--- config.mk ---
export PLATFORM = sky130hd
export DESIGN_NAME = fifo_consumer_flat
export DESIGN_NICKNAME = d
export VERILOG_FILES = /design/src/rtl/fifo_consumer_pkg.sv /design/src/rtl/single_port_ram_pkg.sv /design/src/rtl/fifo_consumer_if.sv /design/src/rtl/fifo_consumer_addr_gen.sv /design/src/rtl/fifo_consumer.sv /design/src/flat_wrapper.sv
export SDC_FILE = /design/constraint.sdc
export NUM_CORES = 1
export LEC_CHECK = 0
export CAP_MARGIN = 20
export CORE_MARGIN = 4
export CORE_UTILIZATION = 40
export CTS_CLUSTER_DIAMETER = 30
export CTS_CLUSTER_SIZE = 24
export DETAILED_ROUTE_END_ITERATION = 10
export HOLD_SLACK_MARGIN = 0.06
export PLACE_DENSITY = 0.72
export SLEW_MARGIN = 20
export SYNTH_ARGS = -nofsm -noshare
export SYNTH_HDL_FRONTEND = slang
export SYNTH_SLANG_ARGS = --single-unit
--- constraint.sdc ---
create_clock -name clk -period 3.9 [get_ports clk]
set_clock_uncertainty 0.15 [all_clocks]
set_input_delay 0.39 -clock clk [delete_from_list [all_inputs] [get_ports clk]]
set_output_delay 0.39 -clock clk [all_outputs]
set_load 0.01 [all_outputs]
--- src/rtl/fifo_consumer_pkg.sv ---
// fifo_consumer_pkg: state encodings shared by the FIFO-to-RAM write-back block.
// Revision 1.0
`default_nettype none

package fifo_consumer_pkg;

  typedef enum logic [0:0] {
    IDLE_B  = 1'b0,
    BURST_B = 1'b1
  } fifo_consumer_state_idx_t;

  typedef enum logic [1:0] {
    IDLE  = 2'b01,
    BURST = 2'b10
  } fifo_consumer_state_t;

endpackage

`default_nettype wire

--- src/rtl/single_port_ram_pkg.sv ---
// single_port_ram_pkg: control levels for the shared single-port RAM buffer (all active-low).
// Revision 1.0
`default_nettype none

package single_port_ram_pkg;

  localparam logic CS_EN    = 1'b0;
  localparam logic CS_DIS   = 1'b1;
  localparam logic OE_EN    = 1'b0;
  localparam logic OE_DIS   = 1'b1;
  localparam logic WREQ_EN  = 1'b0;
  localparam logic WREQ_DIS = 1'b1;

endpackage

`default_nettype wire

--- src/rtl/fifo_consumer_if.sv ---
// sync_fifo_consumer_intf: read side of a synchronous FIFO (pop strobe, empty flag, registered data).
// Revision 1.0
`default_nettype none

interface sync_fifo_consumer_intf #(
  parameter int DATA_WIDTH = 16
);

  logic                  r_en;
  logic                  empty;
  logic [DATA_WIDTH-1:0] data_out;

  modport to_consumer (
    output r_en,
    input  empty,
    input  data_out
  );

  modport to_fifo (
    input  r_en,
    output empty,
    output data_out
  );

endinterface

`default_nettype wire

--- src/rtl/fifo_consumer_addr_gen.sv ---
// fifo_consumer_addr_gen: down-stepping address counter with reload and past-end compare.
// Revision 1.0
`default_nettype none

module fifo_consumer_addr_gen #(
  parameter int ADDR_WIDTH = 20
) (
  input  wire logic                  clk,
  input  wire logic                  rstn,
  input  wire logic                  load,
  input  wire logic                  step,
  input  wire logic [ADDR_WIDTH-1:0] addr_begin,
  input  wire logic [ADDR_WIDTH-1:0] addr_nstep,
  input  wire logic [ADDR_WIDTH-1:0] addr_end,
  output logic      [ADDR_WIDTH-1:0] addr,
  output logic                       past_end
);

  // Subtraction wraps modulo 2^ADDR_WIDTH; an all-ones step therefore counts up by one.
  always_ff @(posedge clk) begin
    if (!rstn || load) begin
      addr <= addr_begin;
    end else if (step) begin
      addr <= addr - addr_nstep;
    end
  end

  assign past_end = (addr > addr_end);

endmodule

`default_nettype wire

--- src/rtl/fifo_consumer.sv ---
// fifo_consumer: drains a sync FIFO into a RAM buffer in arbitrated bursts; option FIFO_CONSUMER_PERF_EN adds stall_cnt.
// Revision 1.0
`default_nettype none

module fifo_consumer
  import fifo_consumer_pkg::*;
  import single_port_ram_pkg::*;
#(
  parameter int DATA_WIDTH = 16,
  parameter int ADDR_WIDTH = 20,
  parameter int BURST_SIZE = 4
) (
  input  wire logic                  clk,
  input  wire logic                  rstn,
  input  wire logic                  start,
  output logic                       request,
  input  wire logic                  grant,
  input  wire logic [ADDR_WIDTH-1:0] addr_begin,
  input  wire logic [ADDR_WIDTH-1:0] addr_nstep,
  input  wire logic [ADDR_WIDTH-1:0] addr_end,
  output logic                       done,
  sync_fifo_consumer_intf.to_consumer consumer,
  output logic                       to_buffer_cs,
  output logic                       to_buffer_oe,
  output logic      [ADDR_WIDTH-1:0] to_buffer_addr,
  input  wire logic [DATA_WIDTH-1:0] to_buffer_R_data,
  output logic                       to_buffer_W_req,
  output logic      [DATA_WIDTH-1:0] to_buffer_W_data
`ifdef FIFO_CONSUMER_PERF_EN
  ,
  output logic      [31:0]           stall_cnt
`endif
);

  localparam int               CNT_W     = $clog2(BURST_SIZE + 1);
  localparam logic [CNT_W-1:0] BURST_MAX = CNT_W'(BURST_SIZE);

  fifo_consumer_state_t  state;
  logic [CNT_W-1:0]      burst_cnt;
  logic                  pend;
  logic [ADDR_WIDTH-1:0] rd_addr;
  logic [ADDR_WIDTH-1:0] wr_addr;
  logic                  rd_done;
  logic                  wr_past_end;
  logic                  active;
  logic                  in_burst;
  logic                  pop;
  logic                  wr_fire;
  logic                  unused_r_data;

  // start and reset suppress any handshake in the cycle they are seen
  assign active   = rstn && !start;
  assign in_burst = state[BURST_B];
  assign wr_fire  = active && pend && grant;
  assign pop      = active && in_burst && grant && !consumer.empty && !rd_done
                    && (!pend || wr_fire) && (burst_cnt < BURST_MAX);

  fifo_consumer_addr_gen #(
    .ADDR_WIDTH (ADDR_WIDTH)
  ) u_rd_addr (
    .clk        (clk),
    .rstn       (rstn),
    .load       (start),
    .step       (pop),
    .addr_begin (addr_begin),
    .addr_nstep (addr_nstep),
    .addr_end   (addr_end),
    .addr       (rd_addr),
    .past_end   (rd_done)
  );

  fifo_consumer_addr_gen #(
    .ADDR_WIDTH (ADDR_WIDTH)
  ) u_wr_addr (
    .clk        (clk),
    .rstn       (rstn),
    .load       (start),
    .step       (wr_fire),
    .addr_begin (addr_begin),
    .addr_nstep (addr_nstep),
    .addr_end   (addr_end),
    .addr       (wr_addr),
    .past_end   (wr_past_end)
  );

  always_ff @(posedge clk) begin
    if (!rstn || start) begin
      state     <= IDLE;
      burst_cnt <= '0;
      pend      <= 1'b0;
    end else begin
      case (state)
        IDLE: begin
          burst_cnt <= '0;
          if (grant && !consumer.empty && !rd_done) begin
            state <= BURST;
          end
        end
        BURST: begin
          if (pop) begin
            burst_cnt <= burst_cnt + CNT_W'(1);
          end
          // leave only once the last popped word has been written back
          if (burst_cnt == BURST_MAX && !pend) begin
            state <= IDLE;
          end
        end
        default: state <= IDLE;
      endcase

      if (pop) begin
        pend <= 1'b1;
      end else if (wr_fire) begin
        pend <= 1'b0;
      end
    end
  end

  assign consumer.r_en    = pop;
  assign done             = wr_past_end && !pend;
  assign request          = !done;
  assign to_buffer_cs     = wr_fire ? CS_EN : CS_DIS;
  assign to_buffer_oe     = OE_DIS;
  assign to_buffer_W_req  = wr_fire ? WREQ_EN : WREQ_DIS;
  assign to_buffer_addr   = wr_addr;
  assign to_buffer_W_data = wr_fire ? consumer.data_out : '0;

  assign unused_r_data = ^to_buffer_R_data;

`ifdef FIFO_CONSUMER_PERF_EN
  always_ff @(posedge clk) begin
    if (!rstn || start) begin
      stall_cnt <= '0;
    end else if (in_burst && consumer.empty && !rd_done && (stall_cnt != '1)) begin
      stall_cnt <= stall_cnt + 32'd1;
    end
  end
`endif

endmodule

`default_nettype wire

--- src/flat_wrapper.sv ---
// flat-port wrapper written by rule: the top's interface ports become plain ports
module fifo_consumer_flat import fifo_consumer_pkg::*; import single_port_ram_pkg::*;
#(
  parameter int DATA_WIDTH = 16,
  parameter int ADDR_WIDTH = 20,
  parameter int BURST_SIZE = 4
)
  (clk, rstn, start, request, grant, addr_begin, addr_nstep, addr_end, done, to_buffer_cs, to_buffer_oe, to_buffer_addr, to_buffer_R_data, to_buffer_W_req, to_buffer_W_data, consumer_r_en, consumer_empty, consumer_data_out);
  sync_fifo_consumer_intf #(.DATA_WIDTH(DATA_WIDTH)) consumer_i ();
  input  wire logic clk;
  input  wire logic rstn;
  input  wire logic start;
  output logic request;
  input  wire logic grant;
  input  wire logic [ADDR_WIDTH-1:0] addr_begin;
  input  wire logic [ADDR_WIDTH-1:0] addr_nstep;
  input  wire logic [ADDR_WIDTH-1:0] addr_end;
  output logic done;
  output logic to_buffer_cs;
  output logic to_buffer_oe;
  output logic      [ADDR_WIDTH-1:0] to_buffer_addr;
  input  wire logic [DATA_WIDTH-1:0] to_buffer_R_data;
  output logic to_buffer_W_req;
  output logic      [DATA_WIDTH-1:0] to_buffer_W_data;
  output wire logic [$bits(consumer_i.r_en)-1:0] consumer_r_en;
  input wire logic [$bits(consumer_i.empty)-1:0] consumer_empty;
  input wire logic [$bits(consumer_i.data_out)-1:0] consumer_data_out;
  assign consumer_r_en = consumer_i.r_en;
  assign consumer_i.empty = consumer_empty;
  assign consumer_i.data_out = consumer_data_out;
  fifo_consumer #(.DATA_WIDTH(DATA_WIDTH), .ADDR_WIDTH(ADDR_WIDTH), .BURST_SIZE(BURST_SIZE)) u_core (.clk(clk), .rstn(rstn), .start(start), .request(request), .grant(grant), .addr_begin(addr_begin), .addr_nstep(addr_nstep), .addr_end(addr_end), .done(done), .consumer(consumer_i), .to_buffer_cs(to_buffer_cs), .to_buffer_oe(to_buffer_oe), .to_buffer_addr(to_buffer_addr), .to_buffer_R_data(to_buffer_R_data), .to_buffer_W_req(to_buffer_W_req), .to_buffer_W_data(to_buffer_W_data));
endmodule
== Word-level counts from Yosys, hierarchy flattened ==
Index checks and enable logic that the tools add are counted.

* Output and inout port bits: 42
* Input bits: 97
* Register bits after elaboration: 46

* Magnitude comparators: 3
* Add/sub/neg operators: 3
* Reduce and logical (&&, ||, !) cells: 27
* Eq/ne operators: 6
* Multiplexer cells: 13

{| class="wikitable"
|+ Operator list
! kind !! number
|-
| 2-to-1 mux 20 bit || 4
|-
| greater-than comparator 20 bit || 2
|-
| subtractor 20 bit || 2
|-
| 2-to-1 mux 16 bit || 1
|-
| logical AND 1 bit || 13
|-
| nonzero test 2 bit || 4
|-
| zero test 1 bit || 6
|-
| case mux 3 bit (2 select lines) || 1
|-
| 2-to-1 mux 2 bit || 2
|-
| != test 2 x 1 -> 1 bit (second input constant) || 2
|-
| case mux 2 bit (2 select lines) || 1
|-
| AND reduction 2 bit || 2
|-
| adder 3 x 1 -> 3 bit (second input constant) || 1
|-
| == test 3 bit (second input constant) || 1
|-
| less-than comparator 3 bit (second input constant) || 1
|-
| 2-to-1 mux 1 bit || 3
|-
| 2-to-1 mux 3 bit || 1
|-
| == test 2 x 1 -> 1 bit (second input constant) || 1
|-
| == test 2 bit (second input constant) || 1
|-
| logical OR 1 bit || 2
|-
| != test 2 bit (second input constant) || 1
|}

== Depth between registers and ports, before layout ==
Gate-level depths: netlist (run 1).

* Depth after elaboration: 10
* Gate-level depth with buffers: 10
* Gate-level depth less buffers: 10

== By module ==
Synthesis (run 1) repeated with hierarchy kept, for this count alone.

* Cell total of the unflattened synthesis: 656
* Area, all modules: 5258.8 um^2

{| class="wikitable"
|+ Modules (own cells, without submodules)
! module !! times used !! cells each !! seq. area each (um^2) !! area each (um^2)
|-
| fifo_consumer_addr_gen at u_core.u_rd_addr || 1 || 300 || 600.6 || 2403.6
|-
| fifo_consumer_addr_gen at u_core.u_wr_addr || 1 || 293 || 600.6 || 2377.3
|-
| fifo_consumer || 1 || 63 || 120.1 || 478.0
|}

== Worst setup path after synthesis (run 1) ==
OpenSTA, ideal clock, no wires.

* Path kind: in2reg
* From: input port addr_end[13]
* To: register u_core.u_rd_addr.addr[0], enable pin
* Cell stages on the path: 9
* Library setup time: 0.425 ns
* Slack: 0.151 ns
* Required time: 3.325 ns
* Data arrival time: 3.174 ns
* Buffers on the path: 0
* Cell sequence: inv_1 -> ha_1 -> a211oi_1 -> o21bai_1 -> a221oi_1 -> o221a_2 -> or2_1 -> nand2_1 -> o21ai_0

* Longest elaborated chain between the ends: 6

{| class="wikitable"
|+ Ends and longest elaborated chain
! item !! line !! text
|-
| start: declaration || flat_wrapper.sv:17 || <nowiki>input wire logic [ADDR_WIDTH-1:0] addr_end;</nowiki>
|-
| greater-than comparator 20 bit || fifo_consumer_addr_gen.sv:28 || <nowiki>assign past_end = (addr > addr_end);</nowiki>
|-
| zero test 1 bit || fifo_consumer.sv:55 || <nowiki>assign pop = active && in_burst && grant && !consumer.empty && !rd_done</nowiki>
|-
| logical AND 1 bit || fifo_consumer.sv:55 ||
|-
| logical AND 1 bit (2 in a row) || fifo_consumer.sv:56 || <nowiki>&& (!pend || wr_fire) && (burst_cnt < BURST_MAX);</nowiki>
|-
| nonzero test 2 bit (no line) || n/a ||
|-
| end signal: assignment || fifo_consumer_addr_gen.sv:22 || <nowiki>addr <= addr_begin;</nowiki>
|-
| end signal: assignment || fifo_consumer_addr_gen.sv:24 || <nowiki>addr <= addr - addr_nstep;</nowiki>
|-
| end: declaration || fifo_consumer_addr_gen.sv:15 || <nowiki>output logic [ADDR_WIDTH-1:0] addr,</nowiki>
|}

No other way between the ends.
A chain may end at the register's enable or synchronous reset.

== Worst setup path in the final report (run 1) ==
* From: input port addr_end[5]
* To: output port done

* Longest elaborated chain between the ends: 2

{| class="wikitable"
|+ Ends and longest elaborated chain
! item !! line !! text
|-
| greater-than comparator 20 bit || fifo_consumer_addr_gen.sv:28 ||
|-
| logical AND 1 bit || fifo_consumer.sv:120 || <nowiki>assign done = wr_past_end && !pend;</nowiki>
|-
| end: declaration || flat_wrapper.sv:18 || <nowiki>output logic done;</nowiki>
|}

No other way between the ends.

==> results of run 1 <==
state kept, by name, summed over array words and instances (netlist names):
register / cells
u_core.state: 2
u_core.u_rd_addr.addr: 20
u_core.burst_cnt: 3
u_core.u_wr_addr.addr: 20
u_core.pend: 1
worst max-delay path by stage:
stage,from,end,slack (ns),depth (start not counted)
after floorplan,addr_end[13],u_core.u_rd_addr.addr[0],0.15,9
after global placement,addr_end[5],done,0.24,11
after detailed placement,addr_end[5],done,0.25,11
after CTS,addr_end[5],done,0.23,11
after global routing,addr_end[5],done,0.05,11
final,addr_end[5],done,0.19,11
cell type report:
| type | count | area (um2) |
|---|---|---|
| sequential | 46 | 1320 |
| clock buffer | 6 | 129 |
| tap | 168 | 210 |
| timing repair buffer | 130 | 1280 |
| multi-input combinational | 465 | 3410 |
| inverter | 57 | 214 |
| fill | 1144 | 5540 |
| clock inverter | 2 | 8.76 |
stage by stage:
stage	hold WS (ns)	setup WS, ns	util (%)	cell area, um2
4_1_cts	0.374	0.230	54.2	6570
3_3_place_gp	0.362	0.241	53.1	6430
5_1_grt	0.418	0.0529	54.2	6570
3_5_place_dp	0.363	0.252	53.1	6430
6_report	0.375	0.191	54.2	6570
2_1_floorplan	0.333	0.151	-	5010
critical path: stages:
cell and delay (ns):
clkdlybuf4s50_1 0.46, inv_1 0.05, ha_1 0.29, a21o_1 0.12
a21o_1 0.11, a21oi_1 0.08, o21ai_0 0.19, nand3_1 0.11
a211o_1 0.33, a221oi_1 0.41, clkdlybuf4s50_1 0.62
where the power goes:
part | leakage, nW | switching [mW] | internal, mW
Combinational | 2.30 | 0.482 | 0.429
Clock | 0.0683 | 0.191 | 0.235
Sequential | 0.461 | 0.0469 | 0.605
metal layers:
metal  share of wire [%]  up-vias  routed length [um]  GRT usage (%)
met1                  44     2269                6520           27.5
met5                   0        -                   0              0
met3                 6.4       24                 946           3.25
li1                    -     2416                   -              -
met2                  48      169                7120           34.1
met4                 2.1        0                 310           6.23
logic make-up (layout without fill, tap and decap cells):
kind of cell	count (synthesis)	after routing	share of synthesized area [%]
simple gates	190	190	20.5
flops	46	46	26.4
other cells	1	1	0.0749
xor+xnor	15	15	2.62
compound gates	177	177	24.0
buf+inv	74	195	5.72
fa+ha+maj	82	82	20.8
cells in the final DEF, fill, tap and decap left out, types with 4 or more instances in the layout:
| master | instances |
|---|---|
| a211oi_1 | 4 |
| a21o_1 | 11 |
| a21oi_1 | 41 |
| a221oi_1 | 4 |
| a31oi_1 | 7 |
| and2_1 | 17 |
| and3_1 | 9 |
| and4_1 | 5 |
| buf_4 | 9 |
| clkbuf_16 | 5 |
| clkdlybuf4s50_1 | 121 |
| dfxtp_1 | 6 |
| edfxtp_1 | 40 |
| ha_1 | 80 |
| inv_1 | 57 |
| nand2_1 | 51 |
| nand2b_1 | 6 |
| nand3_1 | 12 |
| nand4_1 | 7 |
| nor2_1 | 26 |
| nor2b_1 | 8 |
| nor3_1 | 16 |
| nor3b_1 | 4 |
| nor4_1 | 5 |
| o2111ai_1 | 4 |
| o211ai_1 | 6 |
| o21a_1 | 15 |
| o21ai_0 | 37 |
| o31ai_1 | 16 |
| or4_1 | 4 |
| xnor2_1 | 6 |
| xor2_1 | 9 |
==> impl_metrics.toml, run 1 <==
[die]
rows = 40
die_y_um = 120
io_pins = 139
core_um2 = 12100
dieWidth_um = 120
initial_core_util_pct = 41.4
die_area_um2 = 14400

[detailed_routing]
vias_per_cell = 5.58
ant_nets = 0
wl_mm = 14.9
vias = 4878
firstDrtPassIters = 7
avgRoutedWirePerCell_um = 17.0
drt-initial-drc-count = 382
drc = 0

[global_route]
grtUsageTotal_pct = 20.6
gr-total-overflow = 0
antenna_found_initial = 0
grt_max_degree = 42
grt_pass1_vias = 4852
grt_pass1_wl_mm = 24.2

[sta]
slew_viol_final = 0
period_needed_ns = 3.71
setup_tns_ns = 0
finalHoldViolations = 0
post-route-period-util_pct = 95.1
setup_violations = 0
max_freq_mhz = 270
worst_pin_slew_ns = 0.721
rsz0062_at_grt = "no"
relSlewSlack_pct = 51.7

[clock_tree]
clk_pin_slew_ns = 0.06
cts_tree = "done"
cts-hold-fix-buffers = 0
htree_levels = 2
clk_path_buf_depth = 2
cts_made_buffers = 5
cts_num_sinks = 46
cts_setup_buffers = 0
post_cts_resized = 0
clock-root-buffer = "clkbuf_16"
clk_latency_ns = 0.29

[setup_path]
worstReg2RegEnd = "u_core.u_wr_addr.addr[18]"
critical_path_arrival_ns = 3.17
rr_worst_depth = 10
path_max_fanout = 2
start_kind = "primary input"
crit_type = "in2out"
r2r_slack_ns = 0.95
r2r_start = "u_core.u_wr_addr.addr[0]"
end_kind = "primary output"
cp.required_ns = 3.36

[power]
pwr_density_cell_nw_per_um2 = 303
power_leakage_nw = 2.82
total_power_mw = 1.99
peakVddDrop_mv = 0.215

[hold_path]
hold_path_depth = 2
whs_endpoint = "u_core.pend"
hp-class = "reg2reg"
hp-start = "u_core.pend"

[synthesis]
ys.warnings.count = 0
synth_area_um2 = 5010
synth_cell_types = 67
synth_edf_count = 40
yosysMostFrequentCell = "ha_1"
synth.top_cell.area_share_pct = 24.0
yosys-top-cells-count = "ha_1 (80), inv_1 (57), nand2_1 (51), a21oi_1 (41), edfxtp_1 (40)"
synth_flop_cell = "edfxtp_1"
syn_inst = 585
syn_area_per_cell_um2 = 8.56
seq_area_frac_synth_pct = 26.4
yosys-top-cells-area = "edfxtp_1 (24%), ha_1 (20%), inv_1 (4.3%)"
synth_seq_cells = 46
yosys.area.top_type = "edfxtp_1"
syn_nets = 764
async_flop_share_pct = 0

[cells_and_area]
nets = 884
syn_to_final_growth_pct = 31.2
antenna_cells = 0
instances_no_fill = 874
drive_gt1_share_pct = 4.53

[placement]
dp_cells = 866
gp_congestion = 0.930
hpwl_mm = 12.1
io_buffers = 121

[outcome]
status = "finished, final reports clean"

[flow_run]
max_cap_violations = 0
Note: power is estimated with default switching activity, not from simulation.
==> run 2: changes to the inputs <==
==> constraint.sdc (replaced) <==
create_clock -name clk -period 3.9 [get_ports clk]
set_clock_uncertainty 0.15 [all_clocks]
set_input_delay 0.585 -clock clk [delete_from_list [all_inputs] [get_ports clk]]
set_output_delay 0.585 -clock clk [all_outputs]
set_load 0.01 [all_outputs]
==> run 2 against run 1 <==
Against the previous run:
- clock-buffer cell count fell by 1
- setup slack got worse by 0.023 ns
- total power up 5.5%
- sequential cell count is the same
- final area rose by 1.8%
- first-iteration DRC count shrank 15%
- non-clock buffer count rose by 8
- die area is the same
- sequential power about the same
- critical path depth unchanged
- critical path type unchanged
- highest routed layer unchanged
==> impl_metrics.toml, run 2 (synthesis gave the netlist of run 1 again) <==
[outcome]
status = "finished, final reports clean"

[setup_path]
path_max_fanout = 2
critical_path_arrival_ns = 3.00
crit_type = "in2out"
cp_common_cell = "a21o_1"
slowest_stage = "clkdlybuf4s50_1"
cpPeakStageDelay_ns = 0.46
cp_cell_sequence = "clkdlybuf4s50_1 > inv_1 > ha_1 > a21o_1 > a21o_1 > a21oi_1 > o21ai_0 > nand3_1 > a211o_1 > a221o_1 > dlygate4sd2_1"
end_kind = "primary output"
cp.required_ns = 3.16
start_kind = "primary input"

[sta]
post-route-period-util_pct = 95.7
slew_viol_final = 0
period_needed_ns = 3.73
worst_pin_slew_ns = 0.629
finalHoldViolations = 0
fin_ws_ns = 0.168
max_freq_mhz = 268
relSlewSlack_pct = 57.9
rsz0062_at_grt = "no"
setup_violations = 0

[power]
power_frac_seq_pct = 31.1
total_power_mw = 2.10
pwr_density_cell_nw_per_um2 = 314
peakVddDrop_mv = 0.175
p_sw_share_pct = 35.8
p_int_mw = 1.35
p_comb_share_pct = 44.7
power_leakage_nw = 2.90
clockPowerShare_pct = 24.1
switchingPower_mw = 0.751

[die]
die_area_um2 = 14400
initial_core_util_pct = 41.4
rows = 40
die_y_um = 120
io_pins = 139
dieWidth_um = 120
core_um2 = 12100

[clock_tree]
clk_pin_slew_ns = 0.06
cts_num_sinks = 46
clock-root-buffer = "clkbuf_16"
clk_latency_ns = 0.29
cts_made_buffers = 5
clk_path_buf_depth = 2
cts_setup_buffers = 0
cts_tree = "done"
htree_levels = 2

[detailed_routing]
firstDrtPassIters = 5
vias = 4936
avgRoutedWirePerCell_um = 17.4
drt-initial-drc-count = 326
wl_mm = 15.4
drc = 0
vias_per_cell = 5.60
ant_nets = 0

[placement]
hpwl_mm = 12.6
gp_congestion = 0.938
io_buffers = 121
pre_cts_ws_ns = -0.0799

[cells_and_area]
syn_to_final_growth_pct = 33.4
reg_top3 = "u_core.u_rd_addr.addr x20, u_core.u_wr_addr.addr x20, u_core.burst_cnt x3"
antenna_cells = 0
nets = 892
drive_gt1_share_pct = 6.58
final_common_cell = "clkdlybuf4s50_1"
mostFrequentLayoutCells = "clkdlybuf4s50_1 (118), ha_1 (80), inv_1 (57)"

[global_route]
grt_max_degree = 36
grt_pass1_wl_mm = 24.5
antenna_found_initial = 0
grtUsageTotal_pct = 20.9
grt_pass1_vias = 4892
gr-total-overflow = 0

[hold_path]
hp-class = "reg2reg"

[flow_run]
max_cap_violations = 0
run 2: cell types whose count changed in the layout (fill, tap and decap cells not counted), moves of 2 or more:
cell	change
buf_4	+8
clkdlybuf4s50_1	-3
a211oi_1	-2
a211oi_2	+2
dlygate4sd2_1	+2
run 2: power groups by stage:
stage	Sequential (mW)	Clock (mW)	Combinational, mW
5_1_grt	0.659	0.533	1.04
6_report	0.653	0.506	0.938
2_1_floorplan	0.658	0	0.584
3_3_place_gp	0.663	0	0.887
4_1_cts	0.654	0.509	0.925
3_5_place_dp	0.664	0	0.916
run 2: cell type report:
type	count	area, um2
multi-input cells	465	3430
inverters	57	214
clock inverters	3	40.0
fillers	1162	5430
clock buffers	5	125
repair buffers	138	1340
well taps	168	210
flip-flops and latches	46	1320
run 2: worst paths after layout:
check	start	to	slack (ns)	cells past startpoint
max	addr_end[5]	request	0.17	11
min	u_core.pend	u_core.pend	0.40	2
max reg2reg	u_core.u_wr_addr.addr[0]	u_core.u_wr_addr.addr[18]	0.98	10
min reg2reg	u_core.pend	u_core.pend	0.40	2
run 2: per-layer routing:
layer / GRT usage (%) / vias to the layer above / share of wire (%)
li1: - / 2441 / -
met1: 27.2 / 2304 / 43
met2: 36.6 / 169 / 49
met3: 2.97 / 22 / 6.0
met4: 4.87 / 0 / 1.4
met5: 0 / - / 0
run 2: per-stage QoR:
stage | hold slack, ns | setup TNS (ns) | util (%) | area [um2] | instances
6_report | 0.399 | 0 | 55.2 | 6680 | 882
5_1_grt | 0.425 | 0 | 55.2 | 6680 | 882
4_1_cts | 0.386 | 0 | 55.0 | 6670 | 882
3_5_place_dp | 0.374 | -0.166 | 53.6 | 6490 | 874
3_3_place_gp | 0.367 | -0.118 | 53.6 | 6490 | 874
2_1_floorplan | 0.333 | 0 | - | 5010 | 585
run 2: critical path, delay by kind of cell:
family / cells / cell delay (ns)
AND/OR/NAND/NOR: 1 / 0.11
adder cells (fa/ha/maj): 1 / 0.30
AO/OA/AOI/OAI: 6 / 1.18
buffers and inverters: 3 / 0.81
run 2: what timing repair did:
action,4_1_cts,5_1_grt
hold buffers,0,0
setup endpoints to repair,3,2
pin swaps,1,0
gates resized for setup,6,4
